<file path="src/rtl/uart_rx_if.sv">
// Receiver-side signal bundle: serial line in, received byte and status strobes out.
// State_Dbg carries the receiver FSM state for external observation.
interface uart_rx_if;
    logic       Serial_In;
    logic [7:0] Data_Out;
    logic       Data_Valid;
    logic       Frame_Err;
    logic       RBusy;
    logic [2:0] State_Dbg;

    // Handshake: no backpressure. Data_Valid is a one-cycle strobe meaning Data_Out changed
    // this cycle; the consumer must capture it before the next good frame overwrites it.
    modport master (
        output Serial_In,
        input  Data_Out, Data_Valid, Frame_Err, RBusy, State_Dbg
    );

    modport slave (
        input  Serial_In,
        output Data_Out, Data_Valid, Frame_Err, RBusy, State_Dbg
    );
endinterface

</file>
<file path="src/rtl/uart_rx.sv">
// 8N1 UART receiver: 2-flop synchroniser, mid-bit start qualification, LSB-first data,
// registered Data_Valid / Frame_Err strobes and a break-hold state after a bad stop bit.
module uart_rx #(
    parameter int CLKS_PER_BIT = 16,
    parameter int CNT_W        = 8
) (
    input  logic     Clk,
    input  logic     RST,
    uart_rx_if.slave rx_if
);

    localparam logic [2:0] S_IDLE  = 3'd0;
    localparam logic [2:0] S_START = 3'd1;
    localparam logic [2:0] S_DATA  = 3'd2;
    localparam logic [2:0] S_STOP  = 3'd3;
    localparam logic [2:0] S_BREAK = 3'd4;

    localparam logic [CNT_W-1:0] HALF_M1 = CNT_W'(CLKS_PER_BIT / 2 - 1);
    localparam logic [CNT_W-1:0] FULL_M1 = CNT_W'(CLKS_PER_BIT - 1);

    logic             sync1_q, sync2_q;
    logic [2:0]       state_q, state_d;
    logic [CNT_W-1:0] cnt_q, cnt_d;
    logic [2:0]       idx_q, idx_d;
    logic [7:0]       shreg_q, shreg_d;
    logic [7:0]       dout_q, dout_d;
    logic             valid_q, valid_d;
    logic             ferr_q, ferr_d;
    logic             rx_s;

    assign rx_s = sync2_q;

    always_comb begin
        state_d = state_q;
        cnt_d   = cnt_q + CNT_W'(1);
        idx_d   = idx_q;
        shreg_d = shreg_q;
        dout_d  = dout_q;
        valid_d = 1'b0;
        ferr_d  = 1'b0;
        case (state_q)
            S_IDLE: begin
                if (!rx_s) begin
                    state_d = S_START;
                    cnt_d   = '0;
                end
            end
            S_START: begin
                if (cnt_q == HALF_M1) begin
                    cnt_d = '0;
                    if (!rx_s) begin
                        state_d = S_DATA;
                        idx_d   = 3'd0;
                    end else begin
                        state_d = S_IDLE;
                    end
                end
            end
            S_DATA: begin
                if (cnt_q == FULL_M1) begin
                    cnt_d   = '0;
                    shreg_d = {rx_s, shreg_q[7:1]};
                    if (idx_q == 3'd7) begin
                        state_d = S_STOP;
                    end else begin
                        idx_d = idx_q + 3'd1;
                    end
                end
            end
            S_STOP: begin
                // Leaving at mid stop bit leaves half a bit to catch an immediately following start bit.
                if (cnt_q == FULL_M1) begin
                    cnt_d = '0;
                    if (rx_s) begin
                        dout_d  = shreg_q;
                        valid_d = 1'b1;
                        state_d = S_IDLE;
                    end else begin
                        ferr_d  = 1'b1;
                        state_d = S_BREAK;
                    end
                end
            end
            S_BREAK: begin
                if (rx_s) begin
                    state_d = S_IDLE;
                    cnt_d   = '0;
                end
            end
            default: begin
                state_d = S_IDLE;
                cnt_d   = '0;
            end
        endcase
    end

    always_ff @(posedge Clk) begin
        if (!RST) begin
            sync1_q <= 1'b1;
            sync2_q <= 1'b1;
            state_q <= S_IDLE;
            cnt_q   <= '0;
            idx_q   <= 3'd0;
            shreg_q <= 8'h00;
            dout_q  <= 8'h00;
            valid_q <= 1'b0;
            ferr_q  <= 1'b0;
        end else begin
            sync1_q <= rx_if.Serial_In;
            sync2_q <= sync1_q;
            state_q <= state_d;
            cnt_q   <= cnt_d;
            idx_q   <= idx_d;
            shreg_q <= shreg_d;
            dout_q  <= dout_d;
            valid_q <= valid_d;
            ferr_q  <= ferr_d;
        end
    end

    assign rx_if.Data_Out   = dout_q;
    assign rx_if.Data_Valid = valid_q;
    assign rx_if.Frame_Err  = ferr_q;
    assign rx_if.RBusy      = (state_q != S_IDLE);
    assign rx_if.State_Dbg  = state_q;

endmodule

</file>
<file path="src/flat_wrapper.sv">
// flat-port wrapper written by rule: the top's interface ports become plain ports
module uart_rx_flat 
#(
    parameter int CLKS_PER_BIT = 16,
    parameter int CNT_W        = 8
)
  (Clk, RST, rx_if_Serial_In, rx_if_Data_Out, rx_if_Data_Valid, rx_if_Frame_Err, rx_if_RBusy, rx_if_State_Dbg);
  uart_rx_if rx_if_i ();
  input  logic Clk;
  input  logic RST;
  input wire logic [$bits(rx_if_i.Serial_In)-1:0] rx_if_Serial_In;
  output wire logic [$bits(rx_if_i.Data_Out)-1:0] rx_if_Data_Out;
  output wire logic [$bits(rx_if_i.Data_Valid)-1:0] rx_if_Data_Valid;
  output wire logic [$bits(rx_if_i.Frame_Err)-1:0] rx_if_Frame_Err;
  output wire logic [$bits(rx_if_i.RBusy)-1:0] rx_if_RBusy;
  output wire logic [$bits(rx_if_i.State_Dbg)-1:0] rx_if_State_Dbg;
  assign rx_if_i.Serial_In = rx_if_Serial_In;
  assign rx_if_Data_Out = rx_if_i.Data_Out;
  assign rx_if_Data_Valid = rx_if_i.Data_Valid;
  assign rx_if_Frame_Err = rx_if_i.Frame_Err;
  assign rx_if_RBusy = rx_if_i.RBusy;
  assign rx_if_State_Dbg = rx_if_i.State_Dbg;
  uart_rx #(.CLKS_PER_BIT(CLKS_PER_BIT), .CNT_W(CNT_W)) u_core (.Clk(Clk), .RST(RST), .rx_if(rx_if_i));
endmodule
</file>
<file path="config.mk">
export PLATFORM = sky130hd
export DESIGN_NAME = uart_rx_flat
export DESIGN_NICKNAME = d
export VERILOG_FILES = /design/src/rtl/uart_rx_if.sv /design/src/rtl/uart_rx.sv /design/src/flat_wrapper.sv
export SDC_FILE = /design/constraint.sdc
export NUM_CORES = 1
export LEC_CHECK = 0
export CORE_ASPECT_RATIO = 1.2
export CORE_MARGIN = 2
export CORE_UTILIZATION = 60
export DETAILED_ROUTE_END_ITERATION = 12
export DONT_BUFFER_PORTS = 1
export GPL_ROUTABILITY_DRIVEN = 0
export HOLD_SLACK_MARGIN = 0.05
export PLACE_DENSITY = 0.77
export SYNTH_ARGS = -nofsm -noshare
export SYNTH_HDL_FRONTEND = slang
export SYNTH_SLANG_ARGS = --single-unit
</file>
<file path="constraint.sdc">
create_clock -name Clk -period 2 [get_ports Clk]
set_input_delay 0.2 -clock Clk [delete_from_list [all_inputs] [get_ports Clk]]
set_output_delay 0.2 -clock Clk [all_outputs]
set_load 0.005 [all_outputs]
</file>
; Word level (Yosys, flattened, before mapping)
; Cells that the tools add are included.
[word_totals]
regBits = 34
latchBits = 0
ram_bits = 0
mem_bits_ro = 0
input_bits = 3
output_inout_bits = 14
elab_cells = 56
mem_count = 0
[op_classes]
add_sub_neg = 2
multipliers = 0
div = 0
order_cmp = 0
eq_ne = 15
n_shift = 0
muxes = 21
n_bitwise = 0
n_reduce_logical = 9
[ops]
columns = operator, count
row1 = $mux 3, 11
row2 = $mux 8, 4
row3 = $pmux 8 s4, 1
row4 = $pmux 3 s5, 1
row5 = $ne 2x1->1 const B, 5
row6 = $add 8x1->8 const B, 1
row7 = $eq 8x3->1 const B, 1
row8 = $eq 8x4->1 const B, 1
row9 = $eq 3x2->1 const B, 2
row10 = $eq 3x3->1 const B, 2
row11 = $ne 2x2->1 const B, 3
row12 = $pmux 3 s2, 1
row13 = $reduce_and 3->1, 2
row14 = $reduce_and 6->1, 1
row15 = $reduce_and 5->1, 1
row16 = $add 3x1->3 const B, 1
row17 = $eq 3x1->1 const B, 1
row18 = $logic_not 3->1, 1
row19 = $reduce_bool 3->1, 1
row20 = $mux 1, 2
row21 = $mux 2, 1
row22 = $reduce_and 2->1, 1
row23 = $reduce_bool 2->1, 1
row24 = $reduce_or 2->1, 1

; Depth between registers and ports, before layout
[logic_depth]
ltp_word = 4
depth_mapped = 7
depth_no_buf = 6

; Worst setup path after synthesis
; Ideal clock, no wire load.
[synth_path]
path_type = reg2reg
from = register u_core.idx_q[0]
to = register u_core.idx_q[0]
setup_time_ns = 0.132
t_arrival_ns = 1.513
required_ns = 1.868
setup_slack_ns = 0.355
path_stages_with_launch = 7
n_path_buf = 0
period_less_slack_ns = 1.645
path_cell_list = dfxtp_1 ha_1 ha_1 nand4bb_1 a2111oi_4 nand2b_1 a21oi_1
[synth_between]
elab_chain_cells = 4
elab_cells_between_ends = 7
cone_classes = add/sub: 1 / eq/ne: 2 / mux: 3 / reduce/logical: 1
[synth_lines]
columns = item, line_no
row1 = "start, declared", uart_rx.sv:24  ; logic [2:0] idx_q, idx_d;
row2 = "start signal, assigned", uart_rx.sv:113  ; idx_q <= idx_d;
row3 = $add 3x1->3, uart_rx.sv:66  ; idx_d = idx_q + 3'd1;
row4 = $mux 3, uart_rx.sv:63  ; if (idx_q == 3'd7) begin
row5 = $mux 3, uart_rx.sv:60  ; if (cnt_q == FULL_M1) begin
row6 = $pmux 3 s2, uart_rx.sv:41  ; case (state_q)
; Several ways; a longest one is shown, not always the timed one. The select of a mux whose other input is x is not followed.
; A chain may end at the register's enable or synchronous reset.

; Worst setup path after layout
[layout_path]
from = register u_core.idx_q[0]
to = register u_core.idx_q[1]
; Same word-level chain as after synthesis.

==> results.yml <==
setup_path:
  arrival_ns: 2.05
  path_common_cell: "ha_1"
  crit_fanout: 6
  max_stage_delay_ns: 0.50
  start_kind: "flip-flop"
  cpMaxStageDelayCell: "a2111oi_4"
  end_kind: "flip-flop"
  path_buf_inv: 0
  critPathRequiredTime_ns: 2.20
  cpLargestDelayFamily: "compound AO/OA/AOI/OAI gates"
  worstSetupPathType: "reg2reg"
  path_cells: "ha_1 -> ha_1 -> nand4bb_1 -> a2111oi_4 -> nand2b_1 -> a21oi_1"
route:
  vias: 1072
  routed_wl_mm: 2.77
  first_iter_violations: 14
  post-route-drc-count: 0
  vias_per_cell: 5.70
  wire_per_inst_um: 14.7
  dr.pass1.iters: 4
  postRouteAntennaNets: 0
synthesis:
  synthFlopType: "dfxtp_1"
  synth_most_common_cell: "dfxtp_1"
  ys_ff_latch: 34
  ys_types: 31
  syn_area_sq_mm: 0.00146
  yosys_warnings: 0
  async_flop_share_pct: 0
  synth_nets: 158
  synth_commonest_cells: "dfxtp_1 (34), nor2_1 (28), mux2i_1 (16)"
  ys_seq_area_share_pct: 46.6
  yosysTopAreaCellShare_pct: 46.6
  synth-edff-count: 0
  synth_area_leaders: "dfxtp_1 (47%), mux2i_1 (11%), nor2_1 (7.2%)"
  syn_inst: 152
  post-synth-top-area-cell: "dfxtp_1"
  avgSynthCellArea_sq_um: 9.61
power_and_ir_drop:
  swShare_pct: 21.5
  power_switching_uw: 274
  pwr-share-seq_pct: 54.7
  powerDensity_mw_per_mm2: 802
  clkPwrFrac_pct: 40.5
  internal-power_uw: 1000
  comb_power_share_pct: 4.8
  ir_worst_vdd_mv: 0.811
  leakagePower_uw: 0.000702
clocking:
  post-cts-setup-buffers: 0
  clkSinkCount: 34
  root_buffer: "clkbuf_4"
  cts_buffers: 5
  cts.path.max_buffers: 2
  ctsHoldBuffers: 2
  cts_tree: "built"
  clock_latency_ns: 0.34
  cts-htree-levels: 2
  post_cts_resized: 0
  clkTransAtPathRegs_ns: 0.10
grt:
  grt_pass1_wl_mm: 4.78
  grt_pass1_vias: 1113
  grt_overflow_total: 0
  grt_usage_pct: 22.6
  grt_max_degree: 23
  antenna_found_initial: 0
sta:
  setup_violations: 0
  worst_pin_slew_ns: 0.701
  finClkSkew_ns: 0.00851
  slew_violations: 0
  setup-tns-final_ns: 0
  finalCritPeriodShare_pct: 92.3
  hold_viol: 0
  max_freq_mhz: 542
  slew_headroom_pct: 52.9
  fin_crit_ns: 1.85
  rsz0062_at_grt: "false"
placement:
  postPlaceCellArea_sq_mm: 0.00149
  dpl.hpwl_mm: 1.87
  port_buffers: 0
worst_hold_path:
  hp-class: "in2reg"
layout:
  syn_to_final_growth_pct: 8.99
  nNetsFinal: 163
  diodes: 0
  design_area_sq_mm: 0.00159
  drive_gt1_share_pct: 10.8
floorplan:
  start_util_pct: 63.4
  rows: 19
  io_pins: 17
  chipWidth_um: 49.1
  dieArea_sq_mm: 0.00285
  core_area_sq_mm: 0.00231
  fp.dieH_um: 58.1
job:
  drv_cap: 0
outcome:
  status: "finished clean"
flip-flops by register name, summed over array words and instances, names as in the netlist:
name,cells
u_core.rx_s,1
u_core.rx_if.Frame_Err,1
u_core.sync1_q,1
u_core.shreg_q,8
u_core.rx_if.Data_Valid,1
u_core.rx_if.State_Dbg,3
u_core.rx_if.Data_Out,8
u_core.idx_q,3
u_core.cnt_q,8
worst paths after layout:
check	start	end	slack, ns	cells past startpoint
max	u_core.idx_q[0]	u_core.idx_q[1]	0.15	6
min	RST	u_core.cnt_q[1]	0.21	3
max reg2reg	u_core.idx_q[0]	u_core.idx_q[1]	0.15	6
min reg2reg	u_core.sync1_q	u_core.rx_s	0.45	1
area by class of cell:
cell class	instances	area, sq um
multi-input cells	107	727
flip-flops and latches	34	681
repair buffers	7	57.6
fillers	195	713
well taps	31	38.8
clock buffers	6	51.3
inverters	2	7.51
clock inverters	1	30.0
layer usage:
layer / global-route usage, % / share of wire, % / vias up
li1: - / - / 537
met1: 23.2 / 43 / 514
met2: 39.7 / 50 / 15
met3: 10.1 / 4.8 / 6
met4: 10.6 / 2.0 / 0
met5: 0 / 0 / -
power by group through the flow:
stage	clock [uW]	sequential (uW)	combinational, uW
6_report	517	699	60.8
3_3_place_gp	0	713	54.0
5_1_grt	557	701	66.6
3_5_place_dp	0	714	55.1
4_1_cts	527	699	60.2
2_1_floorplan	0	709	49.3
placed cells by master, fill, tap and decap left out, types with 2 or more instances in the layout:
| cell type | Yosys | routed |
|---|---|---|
| nand3_1 | 7 | 7 |
| inv_1 | 2 | 2 |
| nor3_1 | 6 | 6 |
| dfxtp_1 | 34 | 34 |
| a21oi_1 | 6 | 6 |
| ha_1 | 3 | 3 |
| nor4_1 | 2 | 2 |
| nand2_1 | 4 | 4 |
| buf_4 | 0 | 5 |
| a211oi_1 | 3 | 3 |
| xnor2_1 | 4 | 4 |
| clkbuf_4 | 0 | 5 |
| or3_1 | 2 | 2 |
| xor2_1 | 4 | 4 |
| dlygate4sd3_1 | 0 | 2 |
| nand2b_1 | 9 | 9 |
| mux2i_1 | 16 | 16 |
| nor2_1 | 28 | 28 |
metrics by stage:
| stage | power [uW] | instances | utilization [%] | hold slack, ns | setup WS, ns |
|---|---|---|---|---|---|
| 2_1_floorplan | 758 | 152 | - | 0.273 | 0.355 |
| 3_3_place_gp | 768 | 179 | 64.7 | 0.278 | 0.259 |
| 5_1_grt | 1330 | 188 | 69.1 | 0.209 | 0.0362 |
| 4_1_cts | 1290 | 188 | 69.1 | 0.195 | 0.156 |
| 6_report | 1280 | 188 | 69.1 | 0.207 | 0.154 |
| 3_5_place_dp | 769 | 179 | 64.7 | 0.283 | 0.175 |
kinds of logic after synthesis:
group	share of synthesized area (%)
buffers and inverters	3.68
flip-flops	46.6
XOR/XNOR	4.79
AND/OR/NAND/NOR	23.9
multiplexers	11.0
AO/OA/AOI/OAI	7.53
adder cells (fa/ha/maj)	2.57
worst min-delay path: cells and delay by family:
kind / cells / cell delay [ns]
compound gates: 1 / 0.16
simple gates: 2 / 0.14
Power figures use the tool's default switching activity.
